### src/rtl/regfile_wb_arbiter_pkg.sv
// Shared widths and the write-request record used by the register-file write front end.
package regfile_pkg;

  localparam int XLEN       = 32;
  localparam int REG_ADDR_W = 5;
  localparam int NUM_REGS   = 32;

  typedef struct packed {
    logic                  we;
    logic [REG_ADDR_W-1:0] addr;
    logic [XLEN-1:0]       data;
  } wb_req_t;

endpackage

### src/rtl/regfile_wb_arbiter_if.sv
// Bundles the primary writeback, secondary handshake and regfile write port of the arbiter.
interface regfile_wb_arbiter_if
  import regfile_pkg::*;
#(
  parameter int DEPTH = 4,
  localparam int CW = $clog2(DEPTH) + 1
);

  logic                  p_we;
  logic [REG_ADDR_W-1:0] p_addr;
  logic [XLEN-1:0]       p_wd;
  logic                  s_valid;
  logic                  s_ready;
  logic [REG_ADDR_W-1:0] s_addr;
  logic [XLEN-1:0]       s_wd;
  logic                  we3;
  logic [REG_ADDR_W-1:0] a3;
  logic [XLEN-1:0]       wd3;
  logic [NUM_REGS-1:0]   pending;
  logic [CW-1:0]         fifo_count;

  modport master (
    output p_we, p_addr, p_wd, s_valid, s_addr, s_wd,
    input  s_ready, we3, a3, wd3, pending, fifo_count
  );

  modport slave (
    input  p_we, p_addr, p_wd, s_valid, s_addr, s_wd,
    output s_ready, we3, a3, wd3, pending, fifo_count
  );

endinterface

### src/rtl/regfile_wb_arbiter_fifo.sv
// Small FIFO of secondary results; entries can be invalidated in place by address match.
module wb_squash_fifo
  import regfile_pkg::*;
#(
  parameter int DEPTH = 4,
  localparam int PW = $clog2(DEPTH),
  localparam int CW = PW + 1
) (
  input  logic                  clk,
  input  logic                  rst_n,
  input  logic                  push_i,
  input  logic [REG_ADDR_W-1:0] push_addr_i,
  input  logic [XLEN-1:0]       push_data_i,
  input  logic                  pop_i,
  input  logic                  squash_i,
  input  logic [REG_ADDR_W-1:0] squash_addr_i,
  output wb_req_t               head_o,
  output logic [CW-1:0]         count_o,
  output logic                  full_o,
  output logic [NUM_REGS-1:0]   pending_o
);

  wb_req_t       entry_q [DEPTH];
  wb_req_t       entry_d [DEPTH];
  logic [PW-1:0] rdPtr_q, rdPtr_d;
  logic [PW-1:0] wrPtr_q, wrPtr_d;
  logic [CW-1:0] count_q, count_d;

  // The we bit of each entry doubles as its valid flag; squash and pop both clear it.
  always_comb begin
    for (int i = 0; i < DEPTH; i++) begin
      entry_d[i] = entry_q[i];
      if (squash_i && entry_q[i].we && (entry_q[i].addr == squash_addr_i)) begin
        entry_d[i].we = 1'b0;
      end
    end
    rdPtr_d = rdPtr_q;
    wrPtr_d = wrPtr_q;
    if (pop_i) begin
      entry_d[rdPtr_q].we = 1'b0;
      rdPtr_d = rdPtr_q + PW'(1);
    end
    if (push_i) begin
      entry_d[wrPtr_q] = '{we: 1'b1, addr: push_addr_i, data: push_data_i};
      wrPtr_d = wrPtr_q + PW'(1);
    end
    count_d = count_q + CW'(push_i) - CW'(pop_i);
  end

  always_ff @(posedge clk or negedge rst_n) begin
    if (!rst_n) begin
      for (int i = 0; i < DEPTH; i++) begin
        entry_q[i] <= '0;
      end
      rdPtr_q <= '0;
      wrPtr_q <= '0;
      count_q <= '0;
    end else begin
      for (int i = 0; i < DEPTH; i++) begin
        entry_q[i] <= entry_d[i];
      end
      rdPtr_q <= rdPtr_d;
      wrPtr_q <= wrPtr_d;
      count_q <= count_d;
    end
  end

  always_comb begin
    pending_o = '0;
    for (int i = 0; i < DEPTH; i++) begin
      if (entry_q[i].we) begin
        pending_o[entry_q[i].addr] = 1'b1;
      end
    end
    pending_o[0] = 1'b0;
  end

  assign head_o  = entry_q[rdPtr_q];
  assign count_o = count_q;
  assign full_o  = (count_q == CW'(DEPTH));

endmodule

### src/rtl/regfile_wb_arbiter.sv
// Write-side front end of the register file: primary writeback wins, queued secondary
// results fill idle write slots, and a younger primary write squashes older queued ones.
module regfile_wb_arbiter
  import regfile_pkg::*;
#(
  parameter int DEPTH = 4,
  localparam int CW = $clog2(DEPTH) + 1
) (
  input  logic                  clk,
  input  logic                  rst_n,
  regfile_wb_arbiter_if.slave   bus
);

  wb_req_t       head;
  wb_req_t       wrSel;
  logic [CW-1:0] count;
  logic          full;
  logic          primWr;
  logic          fifoWr;
  logic          pop;
  logic          push;

  wb_squash_fifo #(.DEPTH(DEPTH)) u_fifo (
    .clk          (clk),
    .rst_n        (rst_n),
    .push_i       (push),
    .push_addr_i  (bus.s_addr),
    .push_data_i  (bus.s_wd),
    .pop_i        (pop),
    .squash_i     (primWr),
    .squash_addr_i(bus.p_addr),
    .head_o       (head),
    .count_o      (count),
    .full_o       (full),
    .pending_o    (bus.pending)
  );

  // A squashed head is popped even under a primary write; a valid head waits its turn.
  always_comb begin
    primWr = bus.p_we && (bus.p_addr != '0);
    fifoWr = !primWr && head.we && (count != '0);
    pop    = (count != '0) && (!head.we || !primWr);
    push   = bus.s_valid && !full && (bus.s_addr != '0) &&
             !(primWr && (bus.s_addr == bus.p_addr));
    wrSel  = '0;
    if (primWr) begin
      wrSel = '{we: 1'b1, addr: bus.p_addr, data: bus.p_wd};
    end else if (fifoWr) begin
      wrSel = head;
    end
  end

  assign bus.we3        = rst_n && wrSel.we;
  assign bus.a3         = wrSel.addr;
  assign bus.wd3        = wrSel.data;
  assign bus.s_ready    = !full;
  assign bus.fifo_count = count;

  a_single_write : assert property (@(posedge clk) disable iff (!rst_n) !(primWr && fifoWr));
  a_no_x0_write  : assert property (@(posedge clk) disable iff (!rst_n) bus.we3 |-> (bus.a3 != '0));
  a_s_stable     : assert property (@(posedge clk) disable iff (!rst_n)
                     (bus.s_valid && !bus.s_ready) |=>
                     (bus.s_valid && $stable(bus.s_addr) && $stable(bus.s_wd)));

endmodule

### src/flat_wrapper.sv
// flat-port wrapper written by rule: the top's interface ports become plain ports
module regfile_wb_arbiter_flat import regfile_pkg::*;
#(
  parameter int DEPTH = 4,
  localparam int CW = $clog2(DEPTH) + 1
)
  (clk, rst_n, bus_p_we, bus_p_addr, bus_p_wd, bus_s_valid, bus_s_addr, bus_s_wd, bus_s_ready, bus_we3, bus_a3, bus_wd3, bus_pending, bus_fifo_count);
  regfile_wb_arbiter_if #(.DEPTH(DEPTH)) bus_i ();
  input  logic clk;
  input  logic rst_n;
  input wire logic [$bits(bus_i.p_we)-1:0] bus_p_we;
  input wire logic [$bits(bus_i.p_addr)-1:0] bus_p_addr;
  input wire logic [$bits(bus_i.p_wd)-1:0] bus_p_wd;
  input wire logic [$bits(bus_i.s_valid)-1:0] bus_s_valid;
  input wire logic [$bits(bus_i.s_addr)-1:0] bus_s_addr;
  input wire logic [$bits(bus_i.s_wd)-1:0] bus_s_wd;
  output wire logic [$bits(bus_i.s_ready)-1:0] bus_s_ready;
  output wire logic [$bits(bus_i.we3)-1:0] bus_we3;
  output wire logic [$bits(bus_i.a3)-1:0] bus_a3;
  output wire logic [$bits(bus_i.wd3)-1:0] bus_wd3;
  output wire logic [$bits(bus_i.pending)-1:0] bus_pending;
  output wire logic [$bits(bus_i.fifo_count)-1:0] bus_fifo_count;
  assign bus_i.p_we = bus_p_we;
  assign bus_i.p_addr = bus_p_addr;
  assign bus_i.p_wd = bus_p_wd;
  assign bus_i.s_valid = bus_s_valid;
  assign bus_i.s_addr = bus_s_addr;
  assign bus_i.s_wd = bus_s_wd;
  assign bus_s_ready = bus_i.s_ready;
  assign bus_we3 = bus_i.we3;
  assign bus_a3 = bus_i.a3;
  assign bus_wd3 = bus_i.wd3;
  assign bus_pending = bus_i.pending;
  assign bus_fifo_count = bus_i.fifo_count;
  regfile_wb_arbiter #(.DEPTH(DEPTH)) u_core (.clk(clk), .rst_n(rst_n), .bus(bus_i));
endmodule
### config.mk
export PLATFORM = sky130hd
export DESIGN_NAME = regfile_wb_arbiter_flat
export DESIGN_NICKNAME = d
export VERILOG_FILES = /design/src/rtl/regfile_wb_arbiter_pkg.sv /design/src/rtl/regfile_wb_arbiter_if.sv /design/src/rtl/regfile_wb_arbiter_fifo.sv /design/src/rtl/regfile_wb_arbiter.sv /design/src/flat_wrapper.sv
export SDC_FILE = /design/constraint.sdc
export NUM_CORES = 1
export LEC_CHECK = 0
export ABC_AREA = 1
export CORE_AREA = 4 4 170 172
export CTS_CLUSTER_DIAMETER = 50
export DETAILED_ROUTE_END_ITERATION = 7
export DIE_AREA = 0 0 174 176
export GPL_TIMING_DRIVEN = 0
export PLACE_DENSITY_LB_ADDON = 0.05
export SETUP_SLACK_MARGIN = 0.05
export SKIP_CTS_REPAIR_TIMING = 1
export SYNTH_ARGS = -nofsm -noshare
export SYNTH_HDL_FRONTEND = slang
export SYNTH_SLANG_ARGS = --single-unit
### constraint.sdc
create_clock -name clk -period 4.15 [get_ports clk]
set_input_delay 0.83 -clock clk [delete_from_list [all_inputs] [get_ports clk]]
set_output_delay 0.83 -clock clk [all_outputs]
set_load 0.02 [all_outputs]
After elaboration in Yosys (flattened, before gate mapping)
Index checks and enable logic that the tools add are counted.
{"block": "classes", "add_sub_neg": 4, "n_lt_le_gt_ge": 12, "n_eq_ne": 6, "mux": 29, "n_bitwise": 5, "reduce_logical": 31}
{"op": "bitwise mux 152 bit", "n": 2}
{"op": "two-way mux 152 bit", "n": 2}
{"op": "two-way mux 38 bit", "n": 6}
{"op": "demux 38 bit (select 2 bit)", "n": 2}
{"op": "two-way mux 32 bit", "n": 4}
{"op": "OR 32 bit", "n": 3}
{"op": "binary-select mux 38 bit (select 2 bit)", "n": 1}
{"op": "equality test 5 bit", "n": 5}
{"op": "less-than comparator 5 x 6 -> 1 bit (second input constant)", "n": 4}
{"op": "logical AND 1 bit", "n": 23}
{"op": "demux 1 bit (select 5 bit)", "n": 4}
{"op": "greater-or-equal comparator 5 x 1 -> 1 bit (second input constant)", "n": 4}
{"op": "nonzero test 5 bit", "n": 2}
{"op": "two-way mux 1 bit", "n": 8}
{"op": "greater-or-equal comparator 3 bit (second input constant)", "n": 2}
{"op": "less-than comparator 3 x 1 -> 1 bit (second input constant)", "n": 2}
{"op": "NOT 2 -> 3 bit", "n": 2}
{"op": "adder 2 x 1 -> 2 bit (second input constant)", "n": 2}
{"op": "logical NOT 1 bit", "n": 4}
{"op": "adder 3 x 1 -> 3 bit", "n": 1}
{"op": "equality test 3 bit (second input constant)", "n": 1}
{"op": "nonzero test 3 bit", "n": 1}
{"op": "subtractor 3 x 1 -> 3 bit", "n": 1}
{"op": "logical OR 1 bit", "n": 1}
{"block": "totals", "ff_bits": 159, "input_bits": 78, "out_inout_bits": 74, "wordCells": 102}

Logic depth before layout (Yosys ltp)
Gate-level depths: netlist of run 1.
{"block": "logic_depth", "word_depth": 11, "depth_mapped": 15, "ltp_nobuf": 13}

Hierarchy
A second synthesis of run 1 with hierarchy kept.
{"block": "unflattened", "hier_cells": 1274, "hier_area_um2": 9101.2}
{"module": "wb_squash_fifo", "n_inst": 1, "cells_each": 1116, "area_per_inst_um2": 8363.0, "seq_area_each_um2": 3978.8}
{"module": "regfile_wb_arbiter", "n_inst": 1, "cells_each": 158, "area_per_inst_um2": 738.2, "seq_area_each_um2": 0.0}

Worst setup path before layout of run 1
No wires, ideal clock.
{"block": "synth_path", "path_kind": "input-to-output", "from": "input bus_p_addr[2]", "to": "output bus_a3[2]", "arrival_time_ns": 2.036, "t_required_ns": 3.320, "slack_ns": 1.284, "path_stages": 10, "n_path_buf": 3, "path_cell_list": "buf_2 > nor2_2 > nand3_2 > nand2_4 > nand2_1 > nor2_1 > buf_4 > buf_4 > o21ai_0 > o21ai_1"}
{"block": "synth_between", "elab_chain_cells": 7}
{"item": "start: declaration", "line_no": "flat_wrapper.sv:12", "text": "input wire logic [$bits(bus_i.p_addr)-1:0] bus_p_addr;"}
{"item": "nonzero test 5 bit", "line_no": "regfile_wb_arbiter.sv:40", "text": "primWr = bus.p_we && (bus.p_addr != '0);"}
{"item": "logical AND 1 bit", "line_no": "regfile_wb_arbiter.sv:40"}
{"item": "logical NOT 1 bit", "line_no": "regfile_wb_arbiter.sv:41", "text": "fifoWr = !primWr && head.we && (count != '0);"}
{"item": "logical AND 1 bit (2 in a row)", "line_no": "regfile_wb_arbiter.sv:41"}
{"item": "two-way mux 38 bit", "line_no": "regfile_wb_arbiter.sv:48", "text": "end else if (fifoWr) begin"}
{"item": "two-way mux 38 bit (*)", "line_no": "regfile_wb_arbiter.sv:46", "text": "if (primWr) begin"}
{"item": "end: declaration", "line_no": "flat_wrapper.sv:19", "text": "output wire logic [$bits(bus_i.a3)-1:0] bus_a3;"}
Mark *: on every way between the ends. The rest lies on a longest branch, timed or not.

Final worst setup path of run 1
{"block": "layout_path", "from": "register u_core.u_fifo.rdPtr_q[1]", "to": "output bus_wd3[21]"}
{"block": "layout_between", "elab_chain_cells": 8}
{"item": "start: declaration", "line_no": "regfile_wb_arbiter_fifo.sv:25", "text": "logic [PW-1:0] rdPtr_q, rdPtr_d;"}
{"item": "start signal: assignment", "line_no": "regfile_wb_arbiter_fifo.sv:62", "text": "rdPtr_q <= rdPtr_d;"}
{"item": "NOT 2 -> 3 bit (implied by the code) (*)", "line_no": "regfile_wb_arbiter_fifo.sv:78", "text": "assign head_o = entry_q[rdPtr_q];"}
{"item": "binary-select mux 38 bit (select 2 bit) (*)", "line_no": "regfile_wb_arbiter_fifo.sv:78"}
{"item": "two-way mux 38 bit (implied by the code) (*) (2 in a row)", "line_no": "regfile_wb_arbiter_fifo.sv:78"}
{"item": "logical AND 1 bit (2 in a row)", "line_no": "regfile_wb_arbiter.sv:41"}
{"item": "two-way mux 38 bit (*)", "line_no": "regfile_wb_arbiter.sv:48"}
{"item": "two-way mux 38 bit (*)", "line_no": "regfile_wb_arbiter.sv:46"}
{"item": "end: declaration", "line_no": "flat_wrapper.sv:20", "text": "output wire logic [$bits(bus_i.wd3)-1:0] bus_wd3;"}
Mark *: on every way between the ends. The rest lies on a longest branch, timed or not. The select of a mux whose other input is x is not followed.

==> flow_summary.yaml, run 1 <==
synth:
  yosysSeqAreaShare: 0.4215
  synth-seq-cells: 159
  synthesis.nets: 1297
  syn_area_sq_mm: 0.009439
  ys_types: 30
  yosys_warnings: 0
  syn_inst: 1208
  avgSynthCellArea_sq_um: 7.814
worst_setup_path:
  cp_top_family: "buffers and inverters"
  reg2reg_setup_slack_ps: 1430
  cp-startpoint: "u_core.u_fifo.rdPtr_q[1]$_DFFE_PN0N_"
  r2r_start: "u_core.u_fifo.count_o[1]$_DFF_PN0_"
  crit_fanout: 10
  arrival_ps: 3160
  reg2regPathDepth: 13
  slowest_delay_ps: 600
  required_ps: 3320
  rr_endpoint: "u_core.u_fifo.count_o[2]$_DFF_PN0_"
  critPathKind: "register to output pin"
  end_kind: "output pin"
  cpMaxStageDelayCell: "clkdlybuf4s50_1"
  worstSetupStartpointType: "register"
  path_buf_inv: 3
  cpMostUsedCell: "clkbuf_1"
  cp_cell_sequence: "clkbuf_1 > clkbuf_1 > o21ai_0 > o22ai_1 > a22o_1 > clkdlybuf4s50_1"
outcome:
  status: "complete, no violations"
timing:
  drv_slew: 0
  rsz0062_at_grt: "false"
  finalCritPeriodShare: 0.9603
  hold_viol_final: 0
  setup_viol: 0
  post-route-min-period_ps: 3985
  whs_ps: 311.6
  timing.fmax_mhz: 250.9
  finalClockSkew_ps: 13.94
  layout_setup_ws_ps: 164.6
  relSlewSlack: 0.4649
  tightest_slew_ps: 802.6
global_route:
  grt_overflow_total: 0
  antenna_found_initial: 0
  grt_busiest_layer: "met2"
  grt_pass1_vias: 9976
  grt_start_max_net_pins: 110
  grt_pass1_wl_um: 61270
  global_route.usage.met2: 0.4171
  grt_util_met3: 0.03747
  use_met1: 0.3630
  grt_usage: 0.2587
pwr:
  power_frac_seq: 0.295
  combPwrFrac: 0.533
  p_leak_uw: 0.005447
  power.density_mw_per_mm2: 775.0
  irDropWorstVdd_mv: 0.4007
  clockPowerShare: 0.172
  p_sw_uw: 4554
  total_power_uw: 9289
  p_int_uw: 4735
  netSwitchingFraction: 0.4903
die:
  die_height_um: 176
  start_util: 0.3435
  core_sq_mm: 0.02748
  die_area_sq_mm: 0.03062
  pin_count: 152
  num_rows: 61
  die_x_um: 174
hold_path:
  worstHoldPathType: "primary input to async pin"
cts:
  cts-buffers-inserted: 17
  cts_root_buf: "clkbuf_16"
  cts_tree: "done"
  path_clk_slew_ps: 70
  clock-sinks: 159
  clock_path_buffers: 2
  htree_levels: 4
  insertion_delay_ps: 440
routing:
  wirelength_um: 39830
  drc_errors: 0
  vias: 10090
  wl_per_cell_um: 22.98
  avgViaCountPerCell: 5.822
  drt-initial-drc-count: 1194
  dr.pass1.iters: 8
  ant_nets: 0
placed_design:
  place_area_sq_mm: 0.01137
  pre_cts_ws_ps: -190.7
  dp_hpwl_um: 27110
  port_buffers: 146
  gp_routability_congestion: 0.9062
layout:
  diodes: 0
  final_cell_mix: "nand2_1 (353), dfrtp_1 (159), nand4_1 (152)"
  final_cell_area_sq_mm: 0.01199
  nNetsFinal: 1463
  final_core_util: 0.4362
  final_common_cell: "nand2_1"
  syn2layout_area_growth_pct: 26.97
  fillers: 2847
  drive_gt1_frac: 0.07787
flow_run:
  cap_violations: 0
## logic make-up (layout without fill, tap and decap cells)
| family | count (synthesis) | after routing | synth area share |
|---|---|---|---|
| other | 1 | 1 | 0.0003973 |
| adder cells (fa/ha/maj) | 11 | 11 | 0.01538 |
| XOR/XNOR | 15 | 15 | 0.01392 |
| buffers and inverters | 147 | 326 | 0.07662 |
| flip-flops | 159 | 159 | 0.4215 |
| AO/OA/AOI/OAI | 218 | 218 | 0.1569 |
| AND/OR/NAND/NOR | 657 | 657 | 0.3152 |
## sequential cells by signal (all words and copies together), names as in the netlist
name	cells
u_core.u_fifo.entry_q	152
u_core.u_fifo.wrPtr_q	2
u_core.u_fifo.rdPtr_q	2
u_core.u_fifo.count_o	3
## how the worst max path moves through the flow
| stage | endpoint | slack [ps] | cells past startpoint |
|---|---|---|---|
| after floorplan | bus_a3[2] | 1280 | 10 |
| after global placement | u_core.u_fifo.entry_q[131]$_DFFE_PN0P_ | -5080 | 1 |
| after detailed placement | bus_wd3[3] | -190 | 8 |
| after CTS | bus_wd3[3] | -200 | 8 |
| after global routing | bus_wd3[19] | 50 | 6 |
| final | bus_wd3[21] | 160 | 6 |
## power by group through the flow
stage               clock (uW)  combinational (uW)  sequential [uW]
global route              1690                5430             2830
finish                    1600                4950             2740
CTS                       1630                4890             2720
global placement             0                4840             2740
floorplan                    0                3020             2630
detailed placement           0                4880             2740
## layer usage
| metal | vias to the layer above | share of wire |
|---|---|---|
| li1 | 4615 | - |
| met3 | 68 | 0.063 |
| met1 | 4944 | 0.45 |
| met4 | 0 | 0.023 |
| met5 | - | 0 |
| met2 | 463 | 0.46 |
## layout make-up
type | count | area [sq um] | share of cell area
clock inverters | 14 | 163.9 | 0.01368
plain buffers | 111 | 606.8 | 0.05063
inverters | 36 | 137.6 | 0.01148
clock buffers | 18 | 429.2 | 0.03581
repair buffers | 147 | 1499 | 0.1251
flip-flops and latches | 159 | 3979 | 0.3320
well taps | 346 | 432.9 | 0.03612
multi-input cells | 902 | 4737 | 0.3952
## Yosys cell counts
| master | instances | area share |
|---|---|---|
| nand2_4 | 1 | 0.0012 |
| nand4_1 | 152 | 0.10 |
| inv_4 | 1 | 0.00066 |
| buf_1 | 2 | 0.00080 |
| conb_1 | 1 | 0.00040 |
| nor2_2 | 2 | 0.0013 |
| clkbuf_1 | 58 | 0.023 |
| o21ai_0 | 77 | 0.041 |
| ha_1 | 10 | 0.013 |
| nand3_1 | 67 | 0.036 |
| buf_2 | 27 | 0.014 |
| o22ai_1 | 34 | 0.023 |
| inv_1 | 33 | 0.013 |
| buf_4 | 12 | 0.0095 |
| a22o_1 | 32 | 0.030 |
| xnor2_1 | 9 | 0.0084 |
| a21oi_1 | 11 | 0.0058 |
| xor2_1 | 6 | 0.0056 |
| o22a_1 | 29 | 0.027 |
| nand3_2 | 5 | 0.0053 |
| dfrtp_1 | 159 | 0.42 |
| buf_6 | 12 | 0.014 |
| inv_2 | 2 | 0.00080 |
| nand2_1 | 353 | 0.14 |
| fa_1 | 1 | 0.0021 |
| nor3_1 | 1 | 0.00053 |
| o221ai_1 | 31 | 0.029 |
| o21ai_1 | 3 | 0.0016 |
| o21a_1 | 1 | 0.00080 |
| nor2_1 | 76 | 0.030 |
## metrics by stage
step	TNS [ps]	instances
finish	0	1733
global route	0	1733
CTS	-3550	1733
detailed placement	-3159	1701
global placement	-813790	1700
floorplan	0	1208
(Power assumes the default switching activity.)
==> inputs of run 2 (changes only) <==
--- a/config.mk
+++ b/config.mk
@@ -6,10 +6,11 @@
 export NUM_CORES = 1
 export LEC_CHECK = 0
 export ABC_AREA = 1
-export CORE_AREA = 4 4 170 172
+export CORE_AREA = 2 2 168 170
+export CTS_BUF_LIST = sky130_fd_sc_hd__clkbuf_2 sky130_fd_sc_hd__clkbuf_4 sky130_fd_sc_hd__clkbuf_8
 export CTS_CLUSTER_DIAMETER = 50
 export DETAILED_ROUTE_END_ITERATION = 7
-export DIE_AREA = 0 0 174 176
+export DIE_AREA = 0 0 170 172
 export GPL_TIMING_DRIVEN = 0
 export PLACE_DENSITY_LB_ADDON = 0.05
 export SETUP_SLACK_MARGIN = 0.05
==> flow_summary.yaml, run 2 (synthesis gave the netlist of run 1 again) <==
pwr:
  clockPowerShare: 0.142
  power.density_mw_per_mm2: 757.3
  netSwitchingFraction: 0.4969
  combPwrFrac: 0.552
  p_sw_uw: 4447
  total_power_uw: 8950
  power_frac_seq: 0.306
  p_leak_uw: 0.005379
  p_int_uw: 4503
  irDropWorstVdd_mv: 0.2870
routing:
  wl_per_cell_um: 22.50
  wl_met2_um: 17700
  drc_errors: 0
  ant_nets: 0
  highest-signal-layer: "met4"
  vias: 9903
  wirelength_met1_um: 17550
  wl_met3_um: 2541
  avgViaCountPerCell: 5.714
  wirelength_um: 39000
  dr.pass1.iters: 8
  drt-initial-drc-count: 1014
worst_setup_path:
  crit_fanout: 10
  end_kind: "output pin"
  arrival_ps: 3120
  required_ps: 3320
  cp.depth: 6
  cp_cell_sequence: "clkbuf_1 > clkbuf_1 > o21ai_0 > o22ai_1 > a22o_1 > clkdlybuf4s50_1"
  reg2regPathDepth: 13
  reg2reg_setup_slack_ps: 1420
  cp-startpoint: "u_core.u_fifo.rdPtr_q[1]$_DFFE_PN0N_"
  critPathKind: "register to output pin"
  cpMaxStageDelayCell: "clkdlybuf4s50_1"
  cp_top_family: "buffers and inverters"
  cpMostUsedCell: "clkbuf_1"
  slowest_delay_ps: 600
  crit_end: "bus_wd3[23]"
  worstSetupStartpointType: "register"
  r2r_start: "u_core.u_fifo.count_o[1]$_DFF_PN0_"
  rr_endpoint: "u_core.u_fifo.count_o[2]$_DFF_PN0_"
  path_buf_inv: 3
layout:
  multi_input_area_sq_mm: 0.004737
  final_core_util: 0.4301
  diodes: 0
  final_cell_mix: "nand2_1 (353), dfrtp_1 (159), nand4_1 (152)"
  regMostFlops: "u_core.u_fifo.entry_q"
  seqCellArea_sq_mm: 0.003979
  largest_reg_flops: 152
  fillers: 2824
  drive_gt1_frac: 0.08003
  nNetsFinal: 1463
  syn2layout_area_growth_pct: 25.21
  final_common_cell: "nand2_1"
timing:
  timing.fmax_mhz: 253.0
  setup_viol: 0
  hold_viol_final: 0
  finalCritPeriodShare: 0.9523
  finalClockSkew_ps: 22.14
  tightest_slew_ps: 844.3
  drv_slew: 0
  relSlewSlack: 0.4371
  post-route-min-period_ps: 3952
  rsz0062_at_grt: "false"
  setup_tns_ps: 0
  layout_setup_ws_ps: 198.1
cts:
  cts_root_buf: "clkbuf_8"
  path_clk_slew_ps: 110
  htree_levels: 4
  clock-sinks: 159
  cts_tree: "done"
  insertion_delay_ps: 480
  cts-buffers-inserted: 17
  clock_path_buffers: 2
die:
  die_x_um: 170
  die_area_sq_mm: 0.02924
  pin_count: 152
  num_rows: 61
  core_sq_mm: 0.02748
  start_util: 0.3435
  die_height_um: 172
placed_design:
  dp_hpwl_um: 26940
  pre_cts_ws_ps: -223.7
  port_buffers: 146
  gp_routability_congestion: 0.8703
outcome:
  status: "complete, no violations"
global_route:
  grt_pass1_vias: 9635
  grt_start_max_net_pins: 82
  grt_usage: 0.2707
  grt_pass1_wl_um: 59150
  grt_overflow_total: 0
  antenna_found_initial: 0
flow_run:
  cap_violations: 0
hold_path:
  worstHoldPathType: "primary input to async pin"
run 2: worst min-delay path by stage:
stage                     cells past startpoint  slack [ps]                                   from                                     end
final                                         1         340                                  rst_n  u_core.u_fifo.entry_q[118]$_DFFE_PN0P_
after detailed placement                      2         450  u_core.u_fifo.entry_q[96]$_DFFE_PN0P_   u_core.u_fifo.entry_q[96]$_DFFE_PN0P_
after global placement                        2         450  u_core.u_fifo.entry_q[90]$_DFFE_PN0P_   u_core.u_fifo.entry_q[90]$_DFFE_PN0P_
after CTS                                     1         360                                  rst_n  u_core.u_fifo.entry_q[118]$_DFFE_PN0P_
after global routing                          1         390                                  rst_n  u_core.u_fifo.entry_q[118]$_DFFE_PN0P_
after floorplan                               2         440  u_core.u_fifo.entry_q[38]$_DFFE_PN0P_   u_core.u_fifo.entry_q[38]$_DFFE_PN0P_
run 2: final cells by class:
cell class | count | area share
multi-input combinational | 902 | 0.4008
sequential | 159 | 0.3367
timing repair buffer | 147 | 0.1268
buffer | 111 | 0.05134
tap | 346 | 0.03663
clock buffer | 19 | 0.02160
clock inverter | 13 | 0.01450
inverter | 36 | 0.01165
run 2: routing by layer:
layer  vias up  GRT usage
met5         -          0
met4         0     0.1052
met3        76    0.03548
met2       416     0.4286
met1      4802     0.3777
li1       4609          -
run 2: metrics by stage:
step / instances / area, sq um / hold WS [ps]
floorplan: 1208 / 9439 / 436.6
global placement: 1700 / 11330 / 447.7
detailed placement: 1701 / 11370 / 453.1
CTS: 1733 / 11790 / 361.6
global route: 1733 / 11820 / 385.9
finish: 1733 / 11820 / 340.1
run 2: power by group through the flow:
stage / Combinational, uW / Clock [uW] / Sequential, uW
after floorplan: 3020 / 0 / 2630
after global placement: 4830 / 0 / 2740
after detailed placement: 4880 / 0 / 2750
after CTS: 4890 / 1290 / 2720
after global routing: 5420 / 1360 / 2820
final: 4940 / 1270 / 2740
==> inputs of run 3 (changes only) <==
--- a/config.mk
+++ b/config.mk
@@ -8,7 +8,6 @@
 export ABC_AREA = 1
 export CORE_AREA = 2 2 168 170
 export CTS_BUF_LIST = sky130_fd_sc_hd__clkbuf_2 sky130_fd_sc_hd__clkbuf_4 sky130_fd_sc_hd__clkbuf_8
-export CTS_CLUSTER_DIAMETER = 50
 export DETAILED_ROUTE_END_ITERATION = 7
 export DIE_AREA = 0 0 170 172
 export GPL_TIMING_DRIVEN = 0
==> results of run 3 <==
Same layout as run 2: the final DEF is identical, and so are final timing and power.
